### src/rtl/cacheline_mem_arbiter_if.sv
// Bundle of cacheline requester signals and the burst DRAM port.
// The environment (caches + memory model) uses master, the arbiter uses slave.
interface cacheline_mem_arbiter_if #(
    parameter int CHANNELS = 2
);
    logic [CHANNELS-1:0][31:0]  req_addr;
    logic [CHANNELS-1:0]        req_read;
    logic [CHANNELS-1:0]        req_write;
    logic [CHANNELS-1:0][255:0] req_wdata;
    logic [CHANNELS-1:0][255:0] req_rdata;
    logic [CHANNELS-1:0]        req_resp;

    logic [31:0] bmem_addr;
    logic        bmem_read;
    logic        bmem_write;
    logic [63:0] bmem_wdata;
    logic        bmem_ready;
    logic [31:0] bmem_raddr;
    logic [63:0] bmem_rdata;
    logic        bmem_rvalid;

    modport master (
        output req_addr, req_read, req_write, req_wdata,
        output bmem_ready, bmem_raddr, bmem_rdata, bmem_rvalid,
        input  req_rdata, req_resp,
        input  bmem_addr, bmem_read, bmem_write, bmem_wdata
    );

    modport slave (
        input  req_addr, req_read, req_write, req_wdata,
        input  bmem_ready, bmem_raddr, bmem_rdata, bmem_rvalid,
        output req_rdata, req_resp,
        output bmem_addr, bmem_read, bmem_write, bmem_wdata
    );
endinterface

### src/rtl/cacheline_mem_arbiter.sv
// Round-robin arbiter sharing one 64-bit, 4-beat burst DRAM port among
// CHANNELS 256-bit cacheline requesters; one transaction in flight at a time.
module cacheline_mem_arbiter #(
    parameter int CHANNELS = 2
) (
    input  logic                          clk,
    input  logic                          rst,
    cacheline_mem_arbiter_if.slave        bus
);
    localparam int IDX_W = (CHANNELS > 1) ? $clog2(CHANNELS) : 1;
    localparam int IW1   = IDX_W + 1;

    typedef enum logic [2:0] {IDLE, RD_REQ, RD_WAIT, WR, RESP} state_t;

    state_t              r_state;
    logic [IDX_W-1:0]    r_rr_ptr;
    logic [IDX_W-1:0]    r_grant;
    logic [1:0]          r_beat_cnt;
    logic [31:0]         r_addr;
    logic [3:0][63:0]    r_wdata;
    logic [3:0][63:0]    r_line;
    logic [255:0]        r_rdata;
    logic [CHANNELS-1:0] r_resp;
    logic                r_bmem_read;
    logic                r_bmem_write;
    logic [63:0]         r_bmem_wdata;

    logic [CHANNELS-1:0] w_any_req;
    logic                w_found;
    logic [IDX_W-1:0]    w_grant;
    logic [IW1-1:0]      w_idx;
    logic                w_beat_hit;

    for (genvar gi = 0; gi < CHANNELS; gi++) begin : g_chan
        assign w_any_req[gi]     = bus.req_read[gi] | bus.req_write[gi];
        assign bus.req_rdata[gi] = r_rdata;
    end

    // First requester at or after rr_ptr, wrapping modulo CHANNELS.
    always_comb begin
        w_found = 1'b0;
        w_grant = '0;
        w_idx   = '0;
        for (int i = 0; i < CHANNELS; i++) begin
            w_idx = {1'b0, r_rr_ptr} + IW1'(i);
            if (w_idx >= IW1'(CHANNELS)) w_idx = w_idx - IW1'(CHANNELS);
            if (!w_found && w_any_req[w_idx[IDX_W-1:0]]) begin
                w_found = 1'b1;
                w_grant = w_idx[IDX_W-1:0];
            end
        end
    end

    assign w_beat_hit = bus.bmem_rvalid && (bus.bmem_raddr == r_addr);

    always_ff @(posedge clk) begin
        if (rst) begin
            r_state      <= IDLE;
            r_rr_ptr     <= '0;
            r_grant      <= '0;
            r_beat_cnt   <= '0;
            r_addr       <= '0;
            r_wdata      <= '0;
            r_line       <= '0;
            r_rdata      <= '0;
            r_resp       <= '0;
            r_bmem_read  <= 1'b0;
            r_bmem_write <= 1'b0;
            r_bmem_wdata <= '0;
        end else begin
            r_resp <= '0;
            case (r_state)
                IDLE: begin
                    if (w_found) begin
                        r_grant    <= w_grant;
                        r_addr     <= {bus.req_addr[w_grant][31:5], 5'b0};
                        r_wdata    <= bus.req_wdata[w_grant];
                        r_beat_cnt <= '0;
                        // Write takes priority when a channel raises both.
                        if (bus.req_write[w_grant]) begin
                            r_state      <= WR;
                            r_bmem_write <= 1'b1;
                            r_bmem_wdata <= bus.req_wdata[w_grant][63:0];
                        end else begin
                            r_state     <= RD_REQ;
                            r_bmem_read <= 1'b1;
                        end
                    end
                end
                RD_REQ: begin
                    if (bus.bmem_ready) begin
                        r_bmem_read <= 1'b0;
                        r_state     <= RD_WAIT;
                    end
                end
                RD_WAIT: begin
                    if (w_beat_hit) begin
                        r_line[r_beat_cnt] <= bus.bmem_rdata;
                        if (r_beat_cnt == 2'd3) begin
                            r_rdata         <= {bus.bmem_rdata, r_line[2], r_line[1], r_line[0]};
                            r_beat_cnt      <= '0;
                            r_resp[r_grant] <= 1'b1;
                            r_state         <= RESP;
                        end else begin
                            r_beat_cnt <= r_beat_cnt + 2'd1;
                        end
                    end
                end
                WR: begin
                    if (bus.bmem_ready) begin
                        if (r_beat_cnt == 2'd3) begin
                            r_bmem_write    <= 1'b0;
                            r_bmem_wdata    <= '0;
                            r_beat_cnt      <= '0;
                            r_resp[r_grant] <= 1'b1;
                            r_state         <= RESP;
                        end else begin
                            r_beat_cnt   <= r_beat_cnt + 2'd1;
                            r_bmem_wdata <= r_wdata[r_beat_cnt + 2'd1];
                        end
                    end
                end
                RESP: begin
                    if (r_grant == IDX_W'(CHANNELS - 1)) r_rr_ptr <= '0;
                    else                                 r_rr_ptr <= r_grant + 1'b1;
                    r_state <= IDLE;
                end
                default: r_state <= IDLE;
            endcase
        end
    end

    assign bus.req_resp   = r_resp;
    assign bus.bmem_addr  = r_addr;
    assign bus.bmem_read  = r_bmem_read;
    assign bus.bmem_write = r_bmem_write;
    assign bus.bmem_wdata = r_bmem_wdata;
endmodule

### src/flat_wrapper.sv
// flat-port wrapper written by rule: the top's interface ports become plain ports
module cacheline_mem_arbiter_flat 
#(
    parameter int CHANNELS = 2
)
  (clk, rst, bus_req_addr, bus_req_read, bus_req_write, bus_req_wdata, bus_bmem_ready, bus_bmem_raddr, bus_bmem_rdata, bus_bmem_rvalid, bus_req_rdata, bus_req_resp, bus_bmem_addr, bus_bmem_read, bus_bmem_write, bus_bmem_wdata);
  cacheline_mem_arbiter_if #(.CHANNELS(CHANNELS)) bus_i ();
  input  logic clk;
  input  logic rst;
  input wire logic [$bits(bus_i.req_addr)-1:0] bus_req_addr;
  input wire logic [$bits(bus_i.req_read)-1:0] bus_req_read;
  input wire logic [$bits(bus_i.req_write)-1:0] bus_req_write;
  input wire logic [$bits(bus_i.req_wdata)-1:0] bus_req_wdata;
  input wire logic [$bits(bus_i.bmem_ready)-1:0] bus_bmem_ready;
  input wire logic [$bits(bus_i.bmem_raddr)-1:0] bus_bmem_raddr;
  input wire logic [$bits(bus_i.bmem_rdata)-1:0] bus_bmem_rdata;
  input wire logic [$bits(bus_i.bmem_rvalid)-1:0] bus_bmem_rvalid;
  output wire logic [$bits(bus_i.req_rdata)-1:0] bus_req_rdata;
  output wire logic [$bits(bus_i.req_resp)-1:0] bus_req_resp;
  output wire logic [$bits(bus_i.bmem_addr)-1:0] bus_bmem_addr;
  output wire logic [$bits(bus_i.bmem_read)-1:0] bus_bmem_read;
  output wire logic [$bits(bus_i.bmem_write)-1:0] bus_bmem_write;
  output wire logic [$bits(bus_i.bmem_wdata)-1:0] bus_bmem_wdata;
  assign bus_i.req_addr = bus_req_addr;
  assign bus_i.req_read = bus_req_read;
  assign bus_i.req_write = bus_req_write;
  assign bus_i.req_wdata = bus_req_wdata;
  assign bus_i.bmem_ready = bus_bmem_ready;
  assign bus_i.bmem_raddr = bus_bmem_raddr;
  assign bus_i.bmem_rdata = bus_bmem_rdata;
  assign bus_i.bmem_rvalid = bus_bmem_rvalid;
  assign bus_req_rdata = bus_i.req_rdata;
  assign bus_req_resp = bus_i.req_resp;
  assign bus_bmem_addr = bus_i.bmem_addr;
  assign bus_bmem_read = bus_i.bmem_read;
  assign bus_bmem_write = bus_i.bmem_write;
  assign bus_bmem_wdata = bus_i.bmem_wdata;
  cacheline_mem_arbiter #(.CHANNELS(CHANNELS)) u_core (.clk(clk), .rst(rst), .bus(bus_i));
endmodule
### config.mk
export PLATFORM = sky130hd
export DESIGN_NAME = cacheline_mem_arbiter_flat
export DESIGN_NICKNAME = d
export VERILOG_FILES = /design/src/rtl/cacheline_mem_arbiter_if.sv /design/src/rtl/cacheline_mem_arbiter.sv /design/src/flat_wrapper.sv
export SDC_FILE = /design/constraint.sdc
export NUM_CORES = 2
export LEC_CHECK = 0
export CORE_AREA = 2 2 504 506
export DETAILED_ROUTE_END_ITERATION = 8
export DIE_AREA = 0 0 506 508
export GPL_ROUTABILITY_DRIVEN = 0
export MAX_ROUTING_LAYER = met4
export PLACE_DENSITY = 0.4
export SLEW_MARGIN = 20
export SYNTH_ARGS = -nofsm -noshare
export SYNTH_HDL_FRONTEND = slang
export SYNTH_SLANG_ARGS = --single-unit
export TNS_END_PERCENT = 5
### constraint.sdc
create_clock -name clk -period 4.1 [get_ports clk]
set_input_delay 0.41 -clock clk [delete_from_list [all_inputs] [get_ports clk]]
set_output_delay 0.41 -clock clk [all_outputs]
set_load 0.01 [all_outputs]
Yosys cells after proc, flatten, opt, wreduce, memory -nomap -nowiden
Index checks and enable logic that the tools add are counted.
- word-level logic and storage cells: 119
- bits in registers: 870
- bits of input ports: 680
- output and inout port bits: 612
- add/subtract/negate cells: 5
- $lt $le $gt $ge: 10
- muxes and demuxes: 54
- bitwise logic cells: 2
- equality and inequality tests: 13
- reductions and logical operators: 17
- operators with widths (cell ; count):
    $mux W256 ; 2
    $mux W64 ; 6
    $bwmux W256 ; 1
    $bmux W64 S2 ; 1
    $demux W64 S2 ; 1
    $pmux W64 S2 ; 1
    $mux W32 ; 2
    $eq A32 B32 Y1 ; 1
    $mux W1 ; 21
    $mux W2 ; 8
    $reduce_and A4 Y1 ; 4
    $mux W3 ; 5
    $pmux W3 S4 ; 1
    $lt A1 B2 Y1 const B ; 4
    $ne A2 B1 Y1 const B ; 4
    $eq A3 B2 Y1 const B ; 2
    $lt A2 B3 Y1 const B ; 2
    $ne A2 B2 Y1 const B ; 3
    $pmux W2 S3 ; 1
    $reduce_and A5 Y1 ; 1
    $logic_and A1 B1 Y1 ; 4
    $pmux W1 S2 ; 2
    $pmux W2 S2 ; 1
    $reduce_and A2 Y1 ; 2
    18 further kinds ; 21

Logic depth before layout (Yosys ltp)
- depth after elaboration: 13
- gate-level depth with buffers: 13
- depth with buffers taken out: 7

Worst setup path after synthesis
OpenSTA, ideal clock, no wires.
- path type: register to register
- from: register u_core.r_beat_cnt[0]
- to: register u_core.r_bmem_wdata[0] (netlist: u_core.bus.bmem_wdata[0])
- period minus slack after synthesis: 3.218 ns
- path buffers: 5
- data required time: 3.962 ns
- setup slack: 0.882 ns
- setup time: 0.138 ns
- stages on the path, launching flop included: 11
- data arrival time: 3.081 ns
- cell sequence: dfxtp_1 > clkbuf_1 > buf_2 > buf_2 > clkbuf_1 > inv_1 > ha_1 > clkbuf_1 > mux4_2 > a21oi_1 > a211oi_1
- longest elaborated chain between the ends: 6
- elaborated cells on any way between the ends: 7
- classes of those cells: add/sub: 1; eq/ne: 1; mux: 5
- ends and longest elaborated chain (element ; RTL line ; text):
    start: declaration ; cacheline_mem_arbiter.sv:18 ; logic [1:0] r_beat_cnt;
    start signal: assignment ; cacheline_mem_arbiter.sv:105 ; r_beat_cnt <= r_beat_cnt + 2'd1;
    start signal: assignment ; cacheline_mem_arbiter.sv:118 ; r_beat_cnt <= r_beat_cnt + 2'd1;
    $add A2 B1 Y2 ; cacheline_mem_arbiter.sv:119 ; r_bmem_wdata <= r_wdata[r_beat_cnt + 2'd1];
    $bmux W64 S2 ; cacheline_mem_arbiter.sv:119 ;
    $mux W64 (implied by the code) ; cacheline_mem_arbiter.sv:119 ;
    $mux W64 * ; cacheline_mem_arbiter.sv:111 ; if (r_beat_cnt == 2'd3) begin
    $mux W64 * ; cacheline_mem_arbiter.sv:110 ; if (bus.bmem_ready) begin
    $pmux W64 S2 * ; cacheline_mem_arbiter.sv:72 ; case (r_state)
    end signal: assignment ; cacheline_mem_arbiter.sv:83 ; r_bmem_wdata <= bus.req_wdata[w_grant][63:0];
    end signal: assignment ; cacheline_mem_arbiter.sv:119 ;
    end: declaration ; cacheline_mem_arbiter.sv:26 ; logic [63:0] r_bmem_wdata;
Mark *: on every way between the ends. The rest lies on a longest branch, timed or not. The select of a mux whose other input is x is not followed.
A chain may end at the register's enable or synchronous reset.

Worst setup path after layout
- from: register u_core.r_state[1]
- to: register u_core.r_rdata[175]
- longest elaborated chain between the ends: 2
- ends and longest elaborated chain (element ; RTL line ; text):
    start: declaration ; cacheline_mem_arbiter.sv:15 ; state_t r_state;
    start signal: assignment ; cacheline_mem_arbiter.sv:58 ; r_state <= IDLE;
    start signal: assignment ; cacheline_mem_arbiter.sv:81 ; r_state <= WR;
    start signal: assignment ; cacheline_mem_arbiter.sv:85 ; r_state <= RD_REQ;
    $eq A3 B2 Y1 ; cacheline_mem_arbiter.sv:72 ;
    $reduce_and A3 Y1 (no source line) ; - ;
    end signal: assignment ; cacheline_mem_arbiter.sv:100 ; r_rdata <= {bus.bmem_rdata, r_line[2], r_line[1], r_line[0]};
    end: declaration ; cacheline_mem_arbiter.sv:22 ; logic [255:0] r_rdata;
Every way passes these cells.

==> impl_metrics.tcl <==
set metrics [dict create \
    start_kind "flop" \
    yosys_warnings 0 \
    area_growth_pct 52.9 \
    grt_pass1_vias 30992 \
    vias_per_cell 3.80 \
    drt-wirelength-per-cell_um 22.7 \
    holdWs_ns 0.188 \
    fp.dieW_um 506 \
    hold_class "in -> reg" \
    ant_nets 0 \
    cts_setup_buffers 0 \
    ys_seq_area_share_pct 46.3 \
    multi_input_area_mm2 0.0154 \
    antenna_found_initial 72 \
    async_flop_share_pct 0 \
    syn_area_per_cell_um2 8.77 \
    hold_violations 0 \
    initialDrtViolationCount 1681 \
    vias 31866 \
    drt_first_pass_iters 5 \
    ioPinCount 1292 \
    cts-hold-fix-buffers 0 \
    setup_viol 0 \
    insertion_delay_ns 0.76 \
    crit_path_end_kind "flop" \
    chipHeight_um 508 \
    register_area_mm2 0.0161 \
    cts-root-buf "clkbuf_16" \
    clock_skew_ns 0.0857 \
    grt_pass1_wl_mm 257 \
    io_buffers 1276 \
    grt_max_degree 124 \
    yosys_most_used_dff "dfxtp_1" \
    synth.distinct_cells 45 \
    r2r-end "u_core.r_rdata[175]$_SDFFE_PP0P_" \
    synth_cells 3977 \
    initial_core_util_pct 13.8 \
    max_freq_mhz 315 \
    busiest_layer "met2" \
    cts_sinks 806 \
    coreArea_mm2 0.252 \
    h-tree-depth 3 \
    min_delay_path_depth 2 \
    clk_pin_slew_ns 0.06 \
    worstMarginPinSlew_ns 1.01 \
    final_nets 5576 \
    grt_usage_pct 14.6 \
    slew_headroom_pct 32.5 \
    min_to "u_core.r_rdata[253]$_SDFFE_PP0P_" \
    cts_made_buffers 101 \
    cts_tree "done" \
    dpl.hpwl_mm 148 \
    worst-setup-path-type "reg -> reg" \
    use_met2_pct 26.2 \
    status "finished, final reports clean" \
    drive_gt1_share_pct 7.05 \
    grt_overflow 0 \
    worstPathRequired_ns 4.73 \
    timing.setup.tns_ns 0 \
    worstPathArrival_ns 3.80 \
    slew_viol_final 0 \
    dieArea_mm2 0.257 \
    met3_usage_pct 3.81 \
    ys_ff_latch 806 \
    leakage_nw 19.5 \
    final_util_pct 21.1 \
    layout_setup_ws_ns 0.929 \
    finalCriticalPeriod_ns 3.17 \
    finalWirelength_mm 190 \
    max_cap_violations 0 \
    netlist_area_mm2 0.0349 \
    cts_resized 0 \
    drc 0 \
    min_period_over_period_pct 77.3 \
    power.density_mw_per_mm2 403 \
    synth-edff-count 0 \
    use_met1_pct 15.8 \
    hp-start "rst" \
    r2r_setup_slack_ns 0.93 \
    cp_max_fo 40 \
    nFillCells 27629 \
    r2r_start "u_core.r_state[1]$_SDFFE_PP0P_" \
    rsz0062_at_grt "false" \
    rr_worst_depth 7 \
    max-vdd-ir-drop_mv 0.323 \
    row_count 185 \
    detailedPlace.worstSlack_ns 0.646 \
    clk_path_buf_depth 3 \
]
[flip-flops by register name (all words and copies together), names as in the netlist]
register and flops:
u_core.bus.bmem_read 1, u_core.r_grant 1, u_core.r_wdata 256, u_core.r_rr_ptr 1, u_core.r_rdata 256, u_core.r_beat_cnt 2, u_core.bus.req_resp 2, u_core.bus.bmem_write 1
u_core.bus.bmem_wdata 64, u_core.r_line 192, u_core.bus.bmem_addr 27, u_core.r_state 3
[cell families after synthesis]
logic type	after synthesis	share of synthesized area, %
other cells	1	0.0108
fa+ha+maj	4	0.143
flops	806	46.3
mux	411	14.1
buf+inv	591	9.75
xor+xnor	22	0.552
compound gates	821	14.4
simple gates	1321	14.8
[area by class of cell]
cell class                 count  share of cell area [%]
tap                         3366                    7.90
timing repair buffer        1388                    26.1
inverter                      11                  0.0774
multi-input combinational   2584                    28.9
clock inverter                37                    1.01
sequential                   806                    30.3
clock buffer                 155                    5.55
antenna                       41                   0.192
[metrics by stage]
stage | instances | cell area (um2) | power (mW)
after global placement | 8155 | 49700 | 12.4
after CTS | 8347 | 53200 | 22.0
after detailed placement | 8155 | 49700 | 12.4
after global routing | 8387 | 53300 | 22.5
after floorplan | 3981 | 34900 | 10.5
final | 8388 | 53300 | 21.5
[critical path, stage by stage (launching register included)]
cell and delay, ns:
dfxtp_1 0.51, nor3b_1 0.66, nand4_1 0.48, nor4_4 0.33
buf_12 0.27, buf_4 0.40, nand2_1 0.10, a21oi_1 0.16
[per-layer routing]
metal  vias to the layer above  wire length [um]
li1                      15305                 -
met1                     15190             73500
met2                      1153             98500
met3                       218             12900
met4                         0              5500
met5                         -                 0
[worst max path at each step]
stage	startpoint	to	slack (ns)
final	u_core.r_state[1]$_SDFFE_PP0P_	u_core.r_rdata[175]$_SDFFE_PP0P_	0.93
after global routing	u_core.r_state[1]$_SDFFE_PP0P_	u_core.r_rdata[241]$_SDFFE_PP0P_	0.63
after CTS	u_core.r_state[1]$_SDFFE_PP0P_	u_core.r_rdata[175]$_SDFFE_PP0P_	0.86
after detailed placement	bus_bmem_raddr[11]	u_core.r_rdata[175]$_SDFFE_PP0P_	0.65
after global placement	bus_bmem_raddr[11]	u_core.r_rdata[230]$_SDFFE_PP0P_	0.69
after floorplan	u_core.r_beat_cnt[0]$_SDFFE_PP0P_	u_core.bus.bmem_wdata[0]$_SDFFE_PP0P_	0.88
[report_power, final]
| part | internal [mW] | switching, mW | leakage, nW |
|---|---|---|---|
| logic | 1.70 | 1.80 | 11.2 |
| registers | 8.33 | 0.319 | 6.58 |
| clock network | 5.46 | 3.88 | 1.70 |
[Yosys cell counts (all sizes together), types with 3 or more instances]
library cell,count,area share (%)
mux2i,347,10
inv,11,0.12
a21oi,456,6.5
nand2,781,8.4
nor4,10,0.31
nand3,3,0.043
o21ai,4,0.057
buf,341,7.1
nand2b,8,0.14
dfxtp,806,46
mux4,64,4.1
a211oi,348,7.5
xor2,4,0.10
clkbuf,239,2.6
nand4,8,0.14
nor3,4,0.057
ha,4,0.14
nand4b,3,0.075
and2,4,0.072
xnor2,18,0.45
a311oi,3,0.075
or3,3,0.054
nor2,486,5.2
[cell usage in the layout, fill, tap and decap left out, types with 6 or more instances in the layout]
master           Yosys  final
nor2_1             486    486
a211oi_1           348    348
diode_2              0     41
clkbuf_1           239     31
clkbuf_8             0     23
mux4_2              64     64
mux2i_1            347    346
bufinv_16            0      7
buf_12               0     25
clkinv_2             0     16
xnor2_1             18     18
inv_1               11     11
nor4_1               7      7
a21oi_1            456    456
clkdlybuf4s50_1      0   1275
clkinv_16            0      6
nand4_1              8      8
dfxtp_1            806    805
nand2_1            781    781
clkbuf_16            0    101
nand2b_1             8      8
buf_4              274     87
Note: power is estimated with default switching activity, not from simulation.
